File: src/rtl/rgb_pwm_if.sv
// Signal bundle between the lights selector stage and the RGB PWM driver:
// colour/brightness/enable going in, LED drive and period marker coming out.
interface rgb_pwm_if;
  logic [23:0] light;
  logic [7:0]  brightness;
  logic        enable;
  logic        pwm_r;
  logic        pwm_g;
  logic        pwm_b;
  logic        period_start;

  modport master (
    output light, brightness, enable,
    input  pwm_r, pwm_g, pwm_b, period_start
  );

  modport slave (
    input  light, brightness, enable,
    output pwm_r, pwm_g, pwm_b, period_start
  );
endinterface

File: src/rtl/rgb_pwm_driver.sv
// Three-channel LED PWM driver: 255-step period with a clk prescaler, per-channel
// duty = colour scaled by global brightness, reloaded only at period boundaries.
module rgb_pwm_driver #(
  parameter int unsigned PRESCALE = 4
) (
  input  logic     clk,
  input  logic     rst_n,
  rgb_pwm_if.slave bus
);

  localparam int unsigned          PRE_W    = (PRESCALE > 1) ? $clog2(PRESCALE) : 1;
  localparam logic [PRE_W-1:0]     PRE_LAST = PRE_W'(PRESCALE - 1);
  localparam logic [7:0]           CNT_LAST = 8'd254;

  logic [PRE_W-1:0] pre_cnt;
  logic [7:0]       pwm_cnt;
  logic [7:0]       duty_r, duty_g, duty_b;
  logic [7:0]       duty_r_next, duty_g_next, duty_b_next;
  logic             pwm_r_q, pwm_g_q, pwm_b_q, period_start_q;
  logic             tick, wrap;

  // Brightness 255 maps to a x256 multiplier, so full colour at full brightness
  // yields duty 255 (always on); the low byte of the product is discarded.
  function automatic logic [7:0] scale(input logic [7:0] colour, input logic [7:0] bright);
    logic [15:0] prod;
    prod = 16'(colour) * (16'(bright) + 16'd1);
    return prod[15:8];
  endfunction

  always_comb begin
    duty_r_next = scale(bus.light[23:16], bus.brightness);
    duty_g_next = scale(bus.light[15:8],  bus.brightness);
    duty_b_next = scale(bus.light[7:0],   bus.brightness);
  end

  assign tick = bus.enable && (pre_cnt == PRE_LAST);
  assign wrap = tick && (pwm_cnt == CNT_LAST);

  // NOTE: all state below uses non-blocking assignments so every register samples
  // the pre-edge values of the others, regardless of statement order.
  always_ff @(posedge clk or negedge rst_n) begin
    if (!rst_n) begin
      pre_cnt        <= '0;
      pwm_cnt        <= '0;
      duty_r         <= '0;
      duty_g         <= '0;
      duty_b         <= '0;
      pwm_r_q        <= 1'b0;
      pwm_g_q        <= 1'b0;
      pwm_b_q        <= 1'b0;
      period_start_q <= 1'b0;
    end else if (!bus.enable) begin
      // Idle: counters parked at zero, duties track the inputs every clk so the
      // first period after enable uses the latest colour.
      pre_cnt        <= '0;
      pwm_cnt        <= '0;
      duty_r         <= duty_r_next;
      duty_g         <= duty_g_next;
      duty_b         <= duty_b_next;
      pwm_r_q        <= 1'b0;
      pwm_g_q        <= 1'b0;
      pwm_b_q        <= 1'b0;
      period_start_q <= 1'b0;
    end else begin
      pre_cnt <= tick ? '0 : pre_cnt + PRE_W'(1);
      if (tick) begin
        pwm_cnt <= wrap ? '0 : pwm_cnt + 8'd1;
      end
      // Duties only reload on the wrap so a mid-period colour change cannot glitch.
      if (wrap) begin
        duty_r <= duty_r_next;
        duty_g <= duty_g_next;
        duty_b <= duty_b_next;
      end
      pwm_r_q        <= (pwm_cnt < duty_r);
      pwm_g_q        <= (pwm_cnt < duty_g);
      pwm_b_q        <= (pwm_cnt < duty_b);
      period_start_q <= wrap;
    end
  end

  assign bus.pwm_r        = pwm_r_q;
  assign bus.pwm_g        = pwm_g_q;
  assign bus.pwm_b        = pwm_b_q;
  assign bus.period_start = period_start_q;

endmodule

File: src/flat_wrapper.sv
// flat-port wrapper written by rule: the top's interface ports become plain ports
module rgb_pwm_driver_flat 
#(
  parameter int unsigned PRESCALE = 4
)
  (clk, rst_n, bus_light, bus_brightness, bus_enable, bus_pwm_r, bus_pwm_g, bus_pwm_b, bus_period_start);
  rgb_pwm_if bus_i ();
  input  logic clk;
  input  logic rst_n;
  input wire logic [$bits(bus_i.light)-1:0] bus_light;
  input wire logic [$bits(bus_i.brightness)-1:0] bus_brightness;
  input wire logic [$bits(bus_i.enable)-1:0] bus_enable;
  output wire logic [$bits(bus_i.pwm_r)-1:0] bus_pwm_r;
  output wire logic [$bits(bus_i.pwm_g)-1:0] bus_pwm_g;
  output wire logic [$bits(bus_i.pwm_b)-1:0] bus_pwm_b;
  output wire logic [$bits(bus_i.period_start)-1:0] bus_period_start;
  assign bus_i.light = bus_light;
  assign bus_i.brightness = bus_brightness;
  assign bus_i.enable = bus_enable;
  assign bus_pwm_r = bus_i.pwm_r;
  assign bus_pwm_g = bus_i.pwm_g;
  assign bus_pwm_b = bus_i.pwm_b;
  assign bus_period_start = bus_i.period_start;
  rgb_pwm_driver #(.PRESCALE(PRESCALE)) u_core (.clk(clk), .rst_n(rst_n), .bus(bus_i));
endmodule
File: config.mk
export PLATFORM = sky130hd
export DESIGN_NAME = rgb_pwm_driver_flat
export DESIGN_NICKNAME = d
export VERILOG_FILES = /design/src/rtl/rgb_pwm_if.sv /design/src/rtl/rgb_pwm_driver.sv /design/src/flat_wrapper.sv
export SDC_FILE = /design/constraint.sdc
export NUM_CORES = 1
export LEC_CHECK = 0
export ABC_CLOCK_PERIOD_IN_PS = 1900
export CAP_MARGIN = 10
export CORE_MARGIN = 2
export CORE_UTILIZATION = 55
export CTS_BUF_LIST = sky130_fd_sc_hd__clkbuf_4
export CTS_CLUSTER_DIAMETER = 150
export DETAILED_ROUTE_END_ITERATION = 8
export HOLD_SLACK_MARGIN = 0.06
export PLACE_DENSITY = 0.74
export SLEW_MARGIN = 20
export SYNTH_ARGS = -nofsm -noshare
export SYNTH_HDL_FRONTEND = slang
export SYNTH_SLANG_ARGS = --single-unit
File: constraint.sdc
create_clock -name clk -period 1.9 [get_ports clk]
set_input_delay 0.38 -clock clk [delete_from_list [all_inputs] [get_ports clk]]
set_output_delay 0.38 -clock clk [all_outputs]
set_load 0.005 [all_outputs]
==> flow_summary.json, run 1 <==
{
  "ant_nets": 0,
  "cp_max_fo": 6,
  "post-dp-hpwl_mm": 15.2,
  "timing.final.ws_setup_ns": -2.56,
  "synth.area.top_cells": "fa_1 (28%), ha_1 (18%), dfrtp_1 (11%), and2_1 (9.8%), inv_1 (7.9%)",
  "place_congestion": 0.857,
  "period_needed_ns": 4.46,
  "yosysTopAreaCell": "fa_1",
  "power_density_nw_per_um2": 1030,
  "htreeDepth": 2,
  "post-route-period-util_pct": 234,
  "hold_viol": 0,
  "synth-compound-area-share_pct": 9.32,
  "worst_ep_arrival_time_ns": 4.69,
  "avgSynthCellArea_um2": 9.06,
  "wl_per_cell_um": 15.6,
  "gr-usage-met1_pct": 35.0,
  "netlist_top_cells_count": "inv_1 (179), and2_1 (133), ha_1 (121)",
  "clk_path_buf_depth": 2,
  "yosys_register_bits": 38,
  "skew_ns": 0.0150,
  "max_freq_mhz": 224,
  "crit_required_ns": 2.13,
  "ys_seq_area_share_pct": 11.2,
  "dr.first_iter.drc_count": 366,
  "drcViolationCount": 0,
  "grt_usage_pct": 25.3,
  "drt-total-wl_mm": 20.3,
  "setup_violations": 24,
  "violations": "negative setup slack",
  "critPathLaunch": "bus_brightness[0]",
  "syn_area_um2": 8460,
  "yosys.area_share.simple_pct": 19.6,
  "p_leak_nw": 5.67,
  "relSlewSlack_pct": 68.5,
  "antenna_found_initial": 0,
  "grt_setup_unrepaired": "yes",
  "busiest_layer": "met2",
  "vdd.ir_drop.worst_v": 0.000657,
  "synthCells": 934,
  "r2r_cells": 8,
  "pre_cts_slack_ns": -3.50,
  "synth_most_common_cell": "inv_1",
  "tritoncts": "done",
  "synth_top_family_by_area": "adder cells",
  "synth.distinct_cells": 52,
  "synthAdderAreaFrac_pct": 46.3,
  "r2r_start": "u_core.pwm_cnt[0]",
  "yosys_warnings": 0,
  "worst_slew_pin_slew_ns": 0.472,
  "synth_enable_flop_cells": 0,
  "first_global_vias": 7038,
  "via_per_inst": 5.26,
  "cts-root-buf": "clkbuf_4",
  "cts_sinks": 38,
  "n_antenna_cell": 0,
  "gr-total-overflow": 0,
  "vias": 6835,
  "dr.pass1.iters": 8,
  "die_width_um": 128,
  "fin_nets": 1386,
  "hold_class": "in2async",
  "power.total_mw": 11.5,
  "start_util_pct": 56.1,
  "drv_slew": 0,
  "outcome": "complete, but fails checks",
  "synthXorXnorAreaFrac_pct": 4.35,
  "cp-end-kind": "flop",
  "setup.worst_path.start_class": "primary input",
  "synthArstFlopShare_pct": 100,
  "synthMuxAreaShare_pct": 0.251,
  "io_buffers": 38,
  "synth_ff_type": "dfrtp_1",
  "area_growth_pct": 32.5,
  "worstSetupPathType": "in2reg",
  "clk_pin_slew_worst_paths_ns": 0.12,
  "grtUsageMet3_pct": 1.59,
  "grt_max_degree": 39,
  "whs_ns": 0.0508,
  "grt_util_met2_pct": 43.6,
  "core_um2": 15100,
  "synth_fp_nets": 1210,
  "drive_gt1_share_pct": 27.6,
  "fin_tns_setup_ns": -58.41,
  "numCtsBuffers": 5,
  "synth_top_cell_area_share_pct": 28.4,
  "num_io_pins": 39,
  "die_y_um": 128,
  "dieArea_um2": 16400,
  "num_rows": 45,
  "clk_latency_ns": 0.35,
  "grt_pass1_wl_mm": 33.4,
  "ctsHoldBuffers": 0,
  "drv_cap": 0
}
==> worst max-delay path, cell delays in order <==
cell	delay [ns]
buf_12	0.09
ha_4	0.16
nand3_4	0.11
nor2_4	0.16
xor2_4	0.23
clkbuf_16	0.19
buf_6	0.10
and2_4	0.14
fa_2	0.46
fa_2	0.48
fa_1	0.54
inv_2	0.04
fa_1	0.53
inv_2	0.05
ha_4	0.28
o2111ai_4	0.13
o211ai_1	0.24
a31oi_1	0.13
xnor2_1	0.16
o21ai_1	0.07
==> where the power goes <==
group          internal [mW]  switching (mW)
registers               1.06           0.129
clock network          0.272           0.264
logic                   4.92            4.86
==> path summary, 6_finish.rpt <==
path | endpoint | slack, ns
max | u_core.duty_g[7] | -2.56
min | u_core.pre_cnt[0] | 0.05
max reg2reg | u_core.duty_r[2] | 0.13
min reg2reg | u_core.pre_cnt[0] | 0.44
max in group asynchronous | u_core.duty_b[1] | 1.50
min in group clk | u_core.pre_cnt[0] | 0.44
==> state kept, by name (all words and copies together) (netlist names), 2 cells and up <==
register and flops:
u_core.duty_g 8, u_core.duty_r 8, u_core.pwm_cnt 8, u_core.pre_cnt 2, u_core.duty_b 8
==> what timing repair did <==
item / 4_1_cts / 5_1_grt
gates cloned: 2 / 1
buffers inserted: 27 / 6
setup endpoints to repair: 24 / 24
pin swaps: 53 / 55
gates resized for setup: 113 / 38
hold endpoints to repair: 0 / 0
==> layout by cell type (no fill, tap or decap), drive strengths merged, types with 22 or more instances in the layout <==
master,instances
a21oi,28
and2,133
buf,158
clkdlybuf4s50,25
dfrtp,38
fa,120
ha,121
inv,179
nand2,60
nor2,31
nor2b,35
o21ai,23
xnor2,22
==> final cells by class <==
type	instances	area [um2]
multi-input combinational	696	7530
inverter	179	672
clock inverter	3	40.0
sequential	38	951
fill	1027	3880
tap	188	235
clock buffer	5	37.5
timing repair buffer	190	1750
==> layer usage <==
layer  up-vias  part of all wire, %
li1       3290                    -
met1      3338                   45
met2       157                   49
met3        50                  3.5
met4         0                  2.7
met5         -                    0
==> per-stage QoR <==
step                      util [%]  std cells  area (um2)
after detailed placement      68.4       1257       10300
after global placement        68.4       1257       10300
after floorplan                  -        934        8890
after CTS                     72.7       1292       11000
final                         74.3       1299       11200
after global routing          74.3       1299       11200
==> kinds of logic after synthesis <==
| kind of cell | after synthesis |
|---|---|
| AOI/OAI and AO/OA | 111 |
| xor gates and xnor gates | 42 |
| adders and majority gates | 241 |
| buffers and inverters | 201 |
| DFF | 38 |
| muxes | 2 |
| and+or+nand+nor | 299 |
Power figures use the tool's default switching activity.
==> inputs of run 2 (changes only) <==
Settings changed: MAX_ROUTING_LAYER set to met4.
==> run 2 against run 1 <==
  * The run still ends with negative setup slack left
  * Flip-flop and latch count did not move
  * Critical path depth stayed put
  * Design area stayed put
  * Clock power about the same
  * Combinational power hardly changed
  * Maximum frequency decreased by 0.18%
  * Wire length about the same
  * Register-to-register slack barely moved
  * Critical endpoint unchanged
  * Highest routed layer unchanged
==> flow_summary.json, run 2 (same netlist as run 1, synthesis figures left out) <==
{
  "p_clk_share_pct": 4.6,
  "drv_slew": 0,
  "ctsHoldBuffers": 0,
  "p_switching_mw": 5.25,
  "io_buffers": 38,
  "num_rows": 45,
  "via_per_inst": 5.29,
  "die_y_um": 128,
  "fin_tns_setup_ns": -58.47,
  "vdd.ir_drop.worst_v": 0.000655,
  "critPathLaunch": "bus_brightness[0]",
  "r2r_start": "u_core.pwm_cnt[0]",
  "drv_cap": 0,
  "clk_pin_slew_worst_paths_ns": 0.12,
  "seq_power_share_pct": 10.4,
  "cp_max_fo": 6,
  "p_leak_nw": 5.67,
  "grt_usage_pct": 26.0,
  "area_growth_pct": 32.5,
  "final_cell_mix": "inv_1 (164), buf_4 (124), fa_1 (113), and2_1 (110), ha_1 (102)",
  "relSlewSlack_pct": 68.7,
  "hold_viol": 0,
  "power_density_nw_per_um2": 1030,
  "cts_sinks": 38,
  "dr.first_iter.drc_count": 362,
  "slowest_stage": "fa_1",
  "fin_nets": 1386,
  "p_int_mw": 6.26,
  "violations": "negative setup slack",
  "grt_max_degree": 39,
  "max_stage_delay_ns": 0.54,
  "timing.final.ws_setup_ns": -2.56,
  "worstSetupPathType": "in2reg",
  "first_global_vias": 7044,
  "mostFrequentLayoutCell": "inv_1",
  "tritoncts": "done",
  "drt-total-wl_mm": 20.2,
  "worst_ep_arrival_time_ns": 4.69,
  "drive_gt1_share_pct": 27.6,
  "numCtsBuffers": 5,
  "dieArea_um2": 16400,
  "core_um2": 15100,
  "vias": 6868,
  "dr.pass1.iters": 4,
  "crit_required_ns": 2.13,
  "whs_ns": 0.0523,
  "swShare_pct": 45.6,
  "place_congestion": 0.870,
  "worst_slew_pin_slew_ns": 0.470,
  "placement.cell_area_um2": 10300,
  "outcome": "complete, but fails checks",
  "setup_violations": 24,
  "num_io_pins": 39,
  "antenna_found_initial": 0,
  "ant_nets": 0,
  "post-route-period-util_pct": 235,
  "cp_cell_sequence": "buf_12 > ha_4 > nand3_4 > nor2_4 > xor2_4 > clkbuf_16 > buf_6 > and2_4 > fa_2 > fa_2 > fa_1 > inv_2 > fa_1 > inv_2 > ha_4 > o2111ai_4 > o211ai_1 > a31oi_1 > xnor2_1 > o21ai_1",
  "clk_path_buf_depth": 2,
  "n_antenna_cell": 0,
  "power.total_mw": 11.5,
  "setup.worst_path.start_class": "primary input",
  "clk_latency_ns": 0.35,
  "wl_per_cell_um": 15.6,
  "comb_power_share_pct": 85.0,
  "die_width_um": 128,
  "skew_ns": 0.0149,
  "max_freq_mhz": 224,
  "grt_setup_unrepaired": "yes",
  "finalInstanceArea_um2": 11200,
  "grt_pass1_wl_mm": 33.4,
  "post-dp-hpwl_mm": 15.2,
  "cp-end-kind": "flop",
  "start_util_pct": 56.1,
  "drcViolationCount": 0,
  "htreeDepth": 2,
  "period_needed_ns": 4.46,
  "hold_class": "in2async",
  "cts-root-buf": "clkbuf_4",
  "gr-total-overflow": 0
}
-- run 2: cell counts in the layout (fill, tap and decap cells not counted) --
No cell type changed its count.
-- run 2: repair_timing --
item                                    4_1_cts  5_1_grt
endpoints found under the setup margin       24       24
resized for setup                           113       38
pin swaps                                    53       55
cloned                                        2        1
setup buffers                                27        6
-- run 2: path summary, 6_finish.rpt --
| path | endpoint | slack [ns] | cells past startpoint |
|---|---|---|---|
| setup / recovery | u_core.duty_g[7] | -2.56 | 20 |
| hold / removal | u_core.pre_cnt[0] | 0.05 | 2 |
| setup reg to reg | u_core.duty_r[2] | 0.13 | 8 |
| hold reg to reg | u_core.pre_cnt[0] | 0.44 | 1 |
| max in group asynchronous | u_core.duty_b[1] | 1.50 | 2 |
| min in group clk | u_core.pre_cnt[0] | 0.44 | 1 |
-- run 2: area by class of cell --
class	count	area, um2
Multi-Input combinational cell	696	7530
Tap cell	188	235
Sequential cell	38	951
Inverter	179	672
Fill cell	1029	3880
Clock buffer	5	37.5
Timing Repair Buffer	190	1750
Clock inverter	3	40.0
-- run 2: metal layers --
layer	share of wire, %	global-route usage, %
met1	44	35.1
met2	49	43.6
met3	3.9	1.59
met4	2.5	6.40
met5	0	-
-- run 2: per-stage QoR --
| stage | worst slack, ns | std cells | utilization [%] |
|---|---|---|---|
| 3_5_place_dp | -3.50 | 1257 | 68.4 |
| 2_1_floorplan | -2.62 | 934 | - |
| 4_1_cts | -2.46 | 1292 | 72.7 |
| 3_3_place_gp | -3.46 | 1257 | 68.4 |
| 5_1_grt | -2.72 | 1299 | 74.3 |
| 6_report | -2.56 | 1299 | 74.3 |
-- run 2: critical path, delay by kind of cell --
family	cells	cell delay (ns)
adder cells (fa/ha/maj)	6	2.45
AND/OR/NAND/NOR	3	0.41
AO/OA/AOI/OAI	4	0.57
buffers and inverters	5	0.47
XOR/XNOR	2	0.39
-- run 2: power by group through the flow --
stage               clock network [mW]  logic (mW)  registers, mW
detailed placement                   0        8.05           1.21
floorplan                            0        5.59           1.17
global route                     0.586        10.8           1.23
CTS                              0.553        9.14           1.19
finish                           0.535        9.79           1.19
global placement                     0        7.89           1.20
==> inputs of run 3 (changes only) <==
Settings changed: DONT_BUFFER_PORTS set to 1, PLACE_DENSITY 0.74 to 0.7.
==> run 3 against run 2 <==
  * The flow still finishes with violations (negative setup slack)
  * Power shrank 8.0%
  * Critical path depth shrank 1
  * Global-route usage shrank 1.2 points
  * Die area is the same
  * Count of clock-buffer cells in the layout grew 1
  * Wire length shrank 7.1%
  * Critical endpoint is now u_core.duty_b[5]
==> flow_summary.json, run 3 (same netlist as run 1, synthesis figures left out) <==
{
  "drcViolationCount": 0,
  "die_y_um": 128,
  "dieArea_um2": 16400,
  "fillers": 1228,
  "place_congestion": 0.891,
  "slowest_stage": "fa_1",
  "drt-total-wl_mm": 18.8,
  "setup.worst_path.start_class": "primary input",
  "post-route-util_pct": 67.7,
  "post-route-period-util_pct": 228,
  "power_density_nw_per_um2": 1040,
  "vias": 6336,
  "clk_pin_slew_worst_paths_ns": 0.11,
  "n_antenna_cell": 0,
  "outcome": "complete, but fails checks",
  "setup_violations": 24,
  "io_buffers": 0,
  "max_freq_mhz": 231,
  "htreeDepth": 2,
  "dp_cells": 1174,
  "start_util_pct": 56.1,
  "num_io_pins": 39,
  "r2r_slack_ns": 0.15,
  "num_rows": 45,
  "clk_path_buf_depth": 2,
  "antenna_found_initial": 0,
  "via_per_inst": 5.23,
  "worstHoldPathCells": 1,
  "hold_start": "bus_enable",
  "period_needed_ns": 4.32,
  "hold_viol": 0,
  "hold_class": "in2reg",
  "grt_pass1_wl_mm": 32.0,
  "violations": "negative setup slack",
  "min_to": "u_core.pre_cnt[1]",
  "tritoncts": "done",
  "cp-end-kind": "flop",
  "first_global_vias": 6630,
  "area_growth_pct": 20.8,
  "worst_slew_pin_slew_ns": 0.365,
  "vdd.ir_drop.worst_v": 0.000635,
  "timing.rr.end": "u_core.duty_r[2]",
  "dr.pass1.iters": 4,
  "ant_nets": 0,
  "max_stage_delay_ns": 0.55,
  "drive_gt1_share_pct": 22.8,
  "post-dp-hpwl_mm": 14.9,
  "p_leak_nw": 5.18,
  "cp_cell_sequence": "ha_4 > nand3_4 > xnor2_4 > buf_6 > nand2_1 > fa_1 > fa_1 > inv_1 > fa_1 > inv_1 > fa_2 > inv_1 > ha_4 > a21o_1 > nand2_4 > o31ai_4 > a221oi_2 > xor2_1 > o21ai_1",
  "final_cell_mix": "inv_1 (165), and2_1 (116), fa_1 (115), ha_1 (104), buf_4 (82)",
  "final_cell_count_no_fill": 1212,
  "mostFrequentLayoutCell": "inv_1",
  "cts-root-buf": "clkbuf_4",
  "cp_max_fo": 22,
  "worst_ep_arrival_time_ns": 4.57,
  "r2r_cells": 7,
  "wl_per_cell_um": 15.5,
  "die_width_um": 128,
  "skew_ns": 0.00300,
  "grt_max_degree": 39,
  "timing.final.ws_setup_ns": -2.42,
  "grt_setup_unrepaired": "yes",
  "dr.first_iter.drc_count": 273,
  "cts_sinks": 38,
  "numCtsBuffers": 5,
  "path_buf_inv": 4,
  "core_um2": 15100,
  "clk_latency_ns": 0.35,
  "fin_nets": 1299,
  "drv_slew": 0,
  "r2r_start": "u_core.pwm_cnt[0]",
  "grt_usage_pct": 24.9,
  "worstSetupPathType": "in2reg",
  "drv_cap": 0,
  "crit_required_ns": 2.15,
  "fin_tns_setup_ns": -55.08,
  "relSlewSlack_pct": 75.6,
  "pre_cts_slack_ns": -2.82,
  "crit_family": "adder cells",
  "gr-total-overflow": 0
}
[run 3: how the worst max path moves through the flow]
| stage | slack, ns | startpoint | cells after the start | endpoint |
|---|---|---|---|---|
| 6_report | -2.42 | bus_brightness[0] | 19 | u_core.duty_b[5] |
| 5_1_grt | -2.58 | bus_brightness[0] | 19 | u_core.duty_b[5] |
| 4_1_cts | -2.33 | bus_brightness[0] | 19 | u_core.duty_b[7] |
| 3_5_place_dp | -2.82 | bus_brightness[0] | 18 | u_core.duty_b[7] |
| 3_3_place_gp | -2.77 | bus_brightness[0] | 17 | u_core.duty_b[5] |
| 2_1_floorplan | -2.62 | bus_brightness[0] | 19 | u_core.duty_r[7] |
[run 3: layout make-up]
| type | count | area (um2) | share of cell area [%] |
|---|---|---|---|
| Multi-Input combinational cell | 695 | 7380 | 72.3 |
| Sequential cell | 38 | 952 | 9.32 |
| Timing Repair Buffer | 104 | 917 | 8.98 |
| Inverter | 179 | 672 | 6.58 |
| Tap cell | 188 | 235 | 2.30 |
| Clock buffer | 6 | 45.0 | 0.441 |
| Clock inverter | 2 | 8.76 | 0.0857 |
[run 3: metal layers]
layer	GRT usage, %	share of wire (%)	vias up
met1	34.8	48	3124
met3	2.00	2.7	16
met4	3.94	0.90	0
met2	40.7	49	86
li1	-	-	3110
met5	-	0	-
[run 3: worst reg2reg max path, stage by stage, from the launching register on]
cell and delay [ns]:
dfrtp_1 0.47, inv_1 0.11, ha_1 0.15, nand4_1 0.18, nor2_1 0.22, nor2_2 0.07
buf_4 0.20, a22o_1 0.24
[run 3: timing repair]
| action | 4_1_cts | 5_1_grt |
|---|---|---|
| cloned | 0 | 1 |
| pin swaps | 29 | 63 |
| buffers inserted | 14 | 13 |
| setup endpoints to repair | 24 | 25 |
| endpoints found under the hold margin | 38 | 0 |
| gates resized for setup | 39 | 38 |
| hold buffers | 2 | 0 |
[run 3: through the flow]
step	hold slack [ns]	power (mW)	cell area, um2
2_1_floorplan	0.0844	6.76	8890
3_3_place_gp	0.0855	8.68	9570
3_5_place_dp	0.0853	8.81	9570
4_1_cts	0.145	9.90	9910
5_1_grt	0.148	11.8	10200
6_report	0.160	10.6	10200
[run 3: power breakdown]
group	switching [mW]	internal, mW	total (mW)
logic	4.51	4.48	8.98
registers	0.126	1.06	1.19
clock network	0.267	0.153	0.420
total	4.90	5.70	10.6
